### src/rtl/vjtag_tx_arbiter_if.sv
// Requester/transmit-channel bundle for vjtag_tx_arbiter.
// The slave modport is the arbiter's side. The master modport is the side of the
// requesters and the vjtag channel.
interface vjtag_tx_arbiter_if #(
    parameter int NREQ = 4,
    parameter int DW   = 8,
    parameter int IW   = 2
);
    logic [NREQ-1:0]         req_valid;
    logic [NREQ-1:0][DW-1:0] req_data;
    logic [NREQ-1:0]         req_last;
    logic [NREQ-1:0]         req_ready;
    logic                    tx_valid;
    logic [DW-1:0]           tx_data;
    logic                    tx_ready;
    logic [IW-1:0]           grant_id;
    logic                    busy;

    modport slave (
        input  req_valid, req_data, req_last, tx_ready,
        output req_ready, tx_valid, tx_data, grant_id, busy
    );

    modport master (
        output req_valid, req_data, req_last, tx_ready,
        input  req_ready, tx_valid, tx_data, grant_id, busy
    );
endinterface

### src/rtl/vjtag_tx_arbiter.sv
// vjtag_tx_arbiter: packet-locked round-robin arbiter in front of the vjtag UART
// transmit byte channel. A grant is held until the requester sends a byte marked
// last, or until MAX_BURST bytes have been sent. One registered output stage
// drives the channel.
// Optional feature: define VJTAG_ARB_PRIO0_EN to make requester 0 win every
// arbitration in IDLE. Requester 0 does not advance the rotation pointer, and it
// never pre-empts a lock that another requester holds.

// Per-requester ready: only the granted lane can be accepted, and only while
// the output stage is free or draining.
module vjtag_arb_lane #(
    parameter int IW  = 2,
    parameter int IDX = 0
) (
    input  logic          xfer_i,
    input  logic [IW-1:0] grant_i,
    input  logic          can_accept_i,
    input  logic          valid_i,
    output logic          ready_o
);
    assign ready_o = xfer_i & (grant_i == IW'(IDX)) & can_accept_i & valid_i;
endmodule

module vjtag_tx_arbiter #(
    parameter int NREQ      = 4,
    parameter int DW        = 8,
    parameter int MAX_BURST = 16,
    parameter int IW        = 2
) (
    input logic                CLK,
    input logic                RSTn,
    vjtag_tx_arbiter_if.slave  bus
);
    typedef enum logic {IDLE, XFER} state_t;

    state_t        state_q, state_d;
    logic [IW-1:0] grant_q, grant_d;
    logic [IW-1:0] rr_q, rr_d;
    logic [7:0]    burst_q, burst_d;
    logic          txv_q, txv_d;
    logic [DW-1:0] txd_q, txd_d;

    logic [NREQ-1:0] ready;
    logic            can_accept;
    logic            accept;
    logic            pick_found;
    logic [IW-1:0]   pick_idx;
    logic [IW-1:0]   cand;

    // The stage can take a new byte when it is empty or emptying this cycle.
    assign can_accept = ~txv_q | bus.tx_ready;
    assign accept     = |ready;

    genvar gi;
    generate
        for (gi = 0; gi < NREQ; gi++) begin : g_lane
            vjtag_arb_lane #(.IW(IW), .IDX(gi)) u_lane (
                .xfer_i       (state_q == XFER),
                .grant_i      (grant_q),
                .can_accept_i (can_accept),
                .valid_i      (bus.req_valid[gi]),
                .ready_o      (ready[gi])
            );
        end
    endgenerate

    // Search the requesters in rotation order, starting at the one after rr_q.
    always_comb begin
        pick_found = 1'b0;
        pick_idx   = '0;
        cand       = '0;
        for (int k = 1; k <= NREQ; k++) begin
            cand = IW'((int'(rr_q) + k) % NREQ);
            if (!pick_found && bus.req_valid[cand]) begin
                pick_found = 1'b1;
                pick_idx   = cand;
            end
        end
`ifdef VJTAG_ARB_PRIO0_EN
        if (bus.req_valid[0]) begin
            pick_found = 1'b1;
            pick_idx   = '0;
        end
`endif
    end

    // Next state: the FSM plus the output register.
    always_comb begin
        state_d = state_q;
        grant_d = grant_q;
        rr_d    = rr_q;
        burst_d = burst_q;
        txv_d   = txv_q;
        txd_d   = txd_q;

        // A new byte replaces a draining one. Otherwise a drain empties the stage,
        // and a stalled byte is held.
        if (accept) begin
            txv_d = 1'b1;
            txd_d = bus.req_data[grant_q];
        end else if (bus.tx_ready) begin
            txv_d = 1'b0;
        end

        case (state_q)
            IDLE: begin
                if (pick_found) begin
                    grant_d = pick_idx;
                    burst_d = 8'd0;
                    state_d = XFER;
                end
            end
            XFER: begin
                if (accept) begin
                    burst_d = burst_q + 8'd1;
                    if (bus.req_last[grant_q] || burst_q == 8'(MAX_BURST - 1)) begin
                        state_d = IDLE;
`ifdef VJTAG_ARB_PRIO0_EN
                        if (grant_q != '0) rr_d = grant_q;
`else
                        rr_d = grant_q;
`endif
                    end
                end
            end
            default: state_d = IDLE;
        endcase
    end

    // State registers with synchronous active-low reset.
    always_ff @(posedge CLK) begin
        if (!RSTn) begin
            state_q <= IDLE;
            grant_q <= '0;
            rr_q    <= IW'(NREQ - 1);
            burst_q <= 8'd0;
            txv_q   <= 1'b0;
            txd_q   <= '0;
        end else begin
            state_q <= state_d;
            grant_q <= grant_d;
            rr_q    <= rr_d;
            burst_q <= burst_d;
            txv_q   <= txv_d;
            txd_q   <= txd_d;
        end
    end

    assign bus.req_ready = ready;
    assign bus.tx_valid  = txv_q;
    assign bus.tx_data   = txd_q;
    assign bus.grant_id  = grant_q;
    assign bus.busy      = (state_q == XFER);
endmodule
### src/flat_wrapper.sv
// flat-port wrapper written by rule: the top's interface ports become plain ports
module vjtag_tx_arbiter_flat 
#(
    parameter int NREQ      = 4,
    parameter int DW        = 8,
    parameter int MAX_BURST = 16,
    parameter int IW        = 2
)
  (CLK, RSTn, bus_req_valid, bus_req_data, bus_req_last, bus_tx_ready, bus_req_ready, bus_tx_valid, bus_tx_data, bus_grant_id, bus_busy);
  vjtag_tx_arbiter_if #(.NREQ(NREQ), .DW(DW), .IW(IW)) bus_i ();
  input logic CLK;
  input logic RSTn;
  input wire logic [$bits(bus_i.req_valid)-1:0] bus_req_valid;
  input wire logic [$bits(bus_i.req_data)-1:0] bus_req_data;
  input wire logic [$bits(bus_i.req_last)-1:0] bus_req_last;
  input wire logic [$bits(bus_i.tx_ready)-1:0] bus_tx_ready;
  output wire logic [$bits(bus_i.req_ready)-1:0] bus_req_ready;
  output wire logic [$bits(bus_i.tx_valid)-1:0] bus_tx_valid;
  output wire logic [$bits(bus_i.tx_data)-1:0] bus_tx_data;
  output wire logic [$bits(bus_i.grant_id)-1:0] bus_grant_id;
  output wire logic [$bits(bus_i.busy)-1:0] bus_busy;
  assign bus_i.req_valid = bus_req_valid;
  assign bus_i.req_data = bus_req_data;
  assign bus_i.req_last = bus_req_last;
  assign bus_i.tx_ready = bus_tx_ready;
  assign bus_req_ready = bus_i.req_ready;
  assign bus_tx_valid = bus_i.tx_valid;
  assign bus_tx_data = bus_i.tx_data;
  assign bus_grant_id = bus_i.grant_id;
  assign bus_busy = bus_i.busy;
  vjtag_tx_arbiter #(.NREQ(NREQ), .DW(DW), .MAX_BURST(MAX_BURST), .IW(IW)) u_core (.CLK(CLK), .RSTn(RSTn), .bus(bus_i));
endmodule
### config.mk
export PLATFORM = sky130hd
export DESIGN_NAME = vjtag_tx_arbiter_flat
export DESIGN_NICKNAME = d
export VERILOG_FILES = /design/src/rtl/vjtag_tx_arbiter_if.sv /design/src/rtl/vjtag_tx_arbiter.sv /design/src/flat_wrapper.sv
export SDC_FILE = /design/constraint.sdc
export NUM_CORES = 1
export LEC_CHECK = 0
export CAP_MARGIN = 20
export CELL_PAD_IN_SITES_DETAIL_PLACEMENT = 1
export CELL_PAD_IN_SITES_GLOBAL_PLACEMENT = 2
export CORE_ASPECT_RATIO = 1.2
export CORE_MARGIN = 1.5
export CORE_UTILIZATION = 25
export CTS_BUF_LIST = sky130_fd_sc_hd__clkbuf_2
export DETAILED_ROUTE_END_ITERATION = 6
export GPL_TIMING_DRIVEN = 1
export HOLD_SLACK_MARGIN = 0.06
export PLACE_DENSITY_LB_ADDON = 0.08
export SYNTH_ARGS = -nofsm -noshare
export SYNTH_HDL_FRONTEND = slang
export SYNTH_HIERARCHICAL = 1
export SYNTH_SLANG_ARGS = --single-unit
export TNS_END_PERCENT = 30
### constraint.sdc
create_clock -name CLK -period 3.1 [get_ports CLK]
set_clock_uncertainty 0.1 [all_clocks]
set_input_delay 0.62 -clock CLK [delete_from_list [all_inputs] [get_ports CLK]]
set_output_delay 0.62 -clock CLK [all_outputs]
set_load 0.1 [all_outputs]
==> qor.yml, run 1 <==
status: "finished, final reports clean"
synth_area_um2: 1260
postCtsHoldBufs: 0
htreeDepth: 1
post_cts_buffers: 0
num_vias: 1340
post_drt_wl_per_cell_um: 16.2
grt_overflow: 0
final_common_cell: "clkdlybuf4s50_1"
p_seq_frac: 0.414
cts_resized: 0
synth_top_area_share: 0.348
drc: 0
critPathMaxFanout: 13
gp_congestion: 0.735
dp_hpwl_mm: 3.44
rsz0062_at_grt: "false"
cts_buffers: 3
p_leak_uw: 0.000706
setup_viol: 0
vias_per_cell: 5.06
hold_depth: 2
holdPathEnd: "u_core/bus.tx_data[4]$_SDFFE_PN0N_"
fp.dieArea_um2: 5500
final-hold-violation-count: 0
die_w_um: 67.9
ys_seq_area_frac: 0.348
pre_cts_ws_ps: 106
yosysWarnings: 6
pwr-share-clk: 0.159
clk_latency_ps: 340
crit_arrival_ps: 2850
layout.nets: 250
power.total_uw: 765
r2r_cells: 6
seq_area_um2: 440
ys_top_cells_by_area: "dfxtp_1 35%, mux4_2 16%, a21oi_1 8.3%"
detail-route-antenna-nets: 0
final_cell_mix: "42 x clkdlybuf4s50_1, 22 x dfxtp_1, 21 x nand2_1, 21 x a21oi_1, 16 x buf_4"
port_buffers: 58
grt_pass1_wl_mm: 6.98
yosys_register_bits: 22
gr-usage-met3: 0.0222
crit_required_ps: 3280
cellPowerDensity_nw_per_um2: 387
clockBufferDepth: 2
drive_above_1_share: 0.205
slew_viol_final: 0
endpoint_kind: "register"
first_pass_iters: 4
coreArea_um2: 4900
post-route-util: 0.403
intPower_uw: 456
r2r-start: "u_core/bus.busy$_SDFF_PN0_"
post-route-period-util: 0.861
cts_tree: "built"
syn_avg_cell_area_um2: 8.66
yosysUniqueCellTypes: 32
drt-initial-drc-count: 74
fillers: 604
fp.dieH_um: 80.9
antenna_found_initial: 0
syn_nets: 190
rows: 28
wl_mm: 4.29
hold_start: "u_core/bus.tx_data[4]$_SDFFE_PN0N_"
critPathKind: "in -> reg"
clock_sinks: 22
power.net_switching_uw: 309
netlist_instances: 146
worst_slew_pin_slew_ps: 866
sw_frac_of_total: 0.404
cts-root-buf: "clkbuf_2"
max_freq_mhz: 375
ir_drop_v: 0.000139
ioPinCount: 59
antenna_cells: 0
path_clk_slew_ps: 230
multi_input_comb_area_um2: 811
grt_use_met2: 0.304
max_slew_margin: 0.421
setup-tns-final_ps: 0
globalRouteTotalUtil: 0.166
reg2reg_to: "u_core/burst_q[6]$_SDFFE_PN0P_"
initial_core_util: 0.258
grt-busiest-layer: "met2"
comb_power_share: 0.427
layout_min_cycle_time_ps: 2670
grt_max_degree: 17
globalRouteMet1Util: 0.196
hp-class: "reg -> reg"
synth.largest_area_cell: "dfxtp_1"
worst_slack_ps: 430
grt_pass1_vias: 1444
cap_violations: 0
area_growth_pct: 56.3
worstSetupStartpointType: "primary input"
regToRegSetupSlack_ps: 710
registers in the layout, summed over array words and instances, names as in the netlist:
name,flops
u_core/burst_q,8
u_core/bus.tx_data,8
u_core/bus.grant_id,2
u_core/rr_q,2
u_core/bus.busy,1
u_core/bus.tx_valid,1
Yosys cell counts:
library cell and count:
buf_2 2, inv_1 2, a221oi_1 1, a21o_1 1, nor3_1 2, mux2_4 1
a41oi_1 1, or2_2 1, o21ai_1 3, clkbuf_1 4, or4_1 1, o22a_1 1
nand2_1 21, o41ai_2 1, buf_4 1, nor2_1 14, nand2b_1 4, nand4b_1 2
o211ai_1 2, nor4_2 2, o21ai_0 5, nor4_1 1, ha_1 1, a211oi_1 3
inv_2 1, dfxtp_1 22, a22oi_1 1, nand3_1 12, and3_1 1, mux4_2 9
nand3b_1 2, a21oi_1 21
layer usage:
layer / wire length (um) / up-vias
met3: 195 / 4
li1: - / 662
met1: 1790 / 650
met4: 48 / 0
met2: 2260 / 24
met5: 0 / -
how the worst max path moves through the flow:
stage                                           from  cells past startpoint                             end
after floorplan           u_core/bus.busy$_SDFF_PN0_                      7  u_core/burst_q[1]$_SDFFE_PN0P_
after global placement                  bus_tx_ready                      8  u_core/burst_q[6]$_SDFFE_PN0P_
after detailed placement                bus_tx_ready                      8  u_core/burst_q[6]$_SDFFE_PN0P_
after CTS                               bus_tx_ready                      8  u_core/burst_q[6]$_SDFFE_PN0P_
after global routing                    bus_tx_ready                      8  u_core/burst_q[2]$_SDFFE_PN0P_
final                                   bus_tx_ready                      8  u_core/burst_q[6]$_SDFFE_PN0P_
per-stage QoR:
stage	std cells	instance area, um^2	hold slack (ps)
floorplan	146	1290	352
detailed placement	261	1960	354
global route	265	1980	404
CTS	265	1980	379
global placement	261	1960	340
finish	265	1980	375
power groups by stage:
| stage | Clock [uW] | Combinational, uW | Sequential [uW] |
|---|---|---|---|
| after detailed placement | 0 | 330 | 323 |
| final | 121 | 327 | 316 |
| after global placement | 0 | 325 | 321 |
| after floorplan | 0 | 120 | 415 |
| after global routing | 141 | 349 | 320 |
| after CTS | 128 | 331 | 317 |
layout make-up:
class                           instances  share of cell area
Clock buffer                            3             0.00759
Clock inverter                          1             0.00190
Inverter                                3             0.00570
Multi-Input combinational cell        114               0.410
Sequential cell                        22               0.223
Tap cell                               60              0.0380
Timing Repair Buffer                   62               0.314
logic make-up after synthesis:
family | after synthesis | synth area share
compound gates | 40 | 0.190
fa+ha+maj | 1 | 0.00989
buf+inv | 10 | 0.0346
flops | 22 | 0.348
mux | 10 | 0.172
simple gates | 63 | 0.245
critical path, cell delays in order:
cell and delay [ps]:
clkdlybuf4s50_1 460, nand2b_1 190, nand4b_1 180, nor2_4 200, nor4_2 80, nor2_1 660, a41oi_1 210, a211oi_1 240
Note: power is estimated with default switching activity, not from simulation.
==> run 2: changes to the inputs <==
ABC_AREA = 0   (was unset)
GPL_TIMING_DRIVEN = unset   (was 1)
==> results of run 2 <==
Same layout as run 1: the final DEF is identical, and so are final timing and power.
==> patch, RTL diff (flow settings as in run 1) <==
The option `VJTAG_ARB_PRIO0_EN` is turned on by a define.
--- a/src/rtl/vjtag_tx_arbiter.sv
+++ b/src/rtl/vjtag_tx_arbiter.sv
@@ -9,4 +9,6 @@
 // Per-requester ready: only the granted lane can be accepted, and only while
 // the output stage is free or draining.
+`define VJTAG_ARB_PRIO0_EN
+
 module vjtag_arb_lane #(
     parameter int IW  = 2,
Formal check against the unedited RTL: not equivalent (Yosys sat finds a counterexample within 4 cycles, from zero or initial values and one cycle with RSTn low).
==> patch against run 1 <==
Via count decreased by 0.45%; setup slack better by 0.11 ns; power shrank 7.4%; worst hold slack got worse by 0.0046 ns; routed wire length down 3.8%; sequential cell count is the same; highest routed layer unchanged; sequential share of layout area hardly changed; final area about the same; final cell count is 0.75% lower; area after synthesis fell by 0.79%.
==> patch: results <==
export IMPL_status="complete, no violations"
export IMPL_buf_share_pct=31.8
export IMPL_multi_input_area_share_pct=40.4
export IMPL_avgViaCountPerCell=5.07
export IMPL_grt_usage_pct=15.3
export IMPL_syn_num_nets=186
export IMPL_grt_pass1_wl_um=6200
export IMPL_crit_fanout=5
export IMPL_tightest_slew_ns=0.533
export IMPL_globalRouteMet2Util_pct=30.6
export IMPL_routabilityCongestion=0.730
export IMPL_final_layout_size_suffix_gt1_share_pct=21.2
export IMPL_grt_start_max_net_pins=18
export IMPL_reg2reg_setup_slack_ns=1.01
export IMPL_ys_types=42
export IMPL_drt_met1_wl_um=1620
export IMPL_num_nonclk_inverters=4
export IMPL_drtIter0Drc=36
export IMPL_firstDrtPassIters=3
export IMPL_cts_sinks=22
export IMPL_grtUsageMet1_pct=14.9
export IMPL_nFillCells=564
export IMPL_clk_share_pct=0.950
export IMPL_wl_met2_um=2130
export IMPL_synth_fa_ha_area_share_pct=1.79
export IMPL_synth_seq_area_share_pct=35.1
export IMPL_route_met3_wl_um=341
export IMPL_timing_hold_ws_ns=0.371
export IMPL_power_density_nw_per_um2=358
export IMPL_p_sw_w=0.000272
export IMPL_routedWlPerCell_um=15.7
export IMPL_synth_mux_area_share_pct=16.1
export IMPL_pwr_share_seq_pct=43.7
export IMPL_path_delay_family="buffers and inverters"
export IMPL_multi_input_cells=110
export IMPL_peakVddDrop_uv=148
export IMPL_slowest_delay_ns=0.45
export IMPL_p_leak_nw=0.704
export IMPL_sh_seq_area_pct=22.3
export IMPL_diodes=0
export IMPL_combPwrFrac_pct=39.7
export IMPL_synth_compound_area_share_pct=20.5
export IMPL_crit_path_top_delay_cell="clkdlybuf4s50_1"
export IMPL_use_met3_pct=2.52
export IMPL_signal_buffers=63
export IMPL_yosys_top_cells_count="27 x nand2_1, 22 x dfxtp_1, 15 x a21oi_1"
-- patch: worst reg2reg max path, stage by stage, from the launching register on --
cell	delay [ns]
dfxtp_1	0.63
nand3_1	0.20
nor2_4	0.21
o41ai_2	0.12
or4_4	0.56
nand4_1	0.12
o31ai_2	0.07
-- patch: final timing paths --
kind,startpoint,endpoint
setup / recovery,bus_tx_ready,bus_req_ready[0]
hold / removal,u_core/bus.tx_data[1]$_SDFFE_PN0N_,u_core/bus.tx_data[1]$_SDFFE_PN0N_
setup reg to reg,u_core/bus.grant_id[1]$_SDFFE_PN0P_,u_core/burst_q[7]$_SDFFE_PN0P_
hold reg to reg,u_core/bus.tx_data[1]$_SDFFE_PN0N_,u_core/bus.tx_data[1]$_SDFFE_PN0N_
-- patch: metrics by stage --
step           area [um2]  cells  setup slack [ns]
3_3_place_gp         1960    259             0.388
6_report             1980    263             0.538
2_1_floorplan        1280    142           0.00799
4_1_cts              1980    263             0.527
3_5_place_dp         1960    259             0.356
5_1_grt              1980    263             0.461
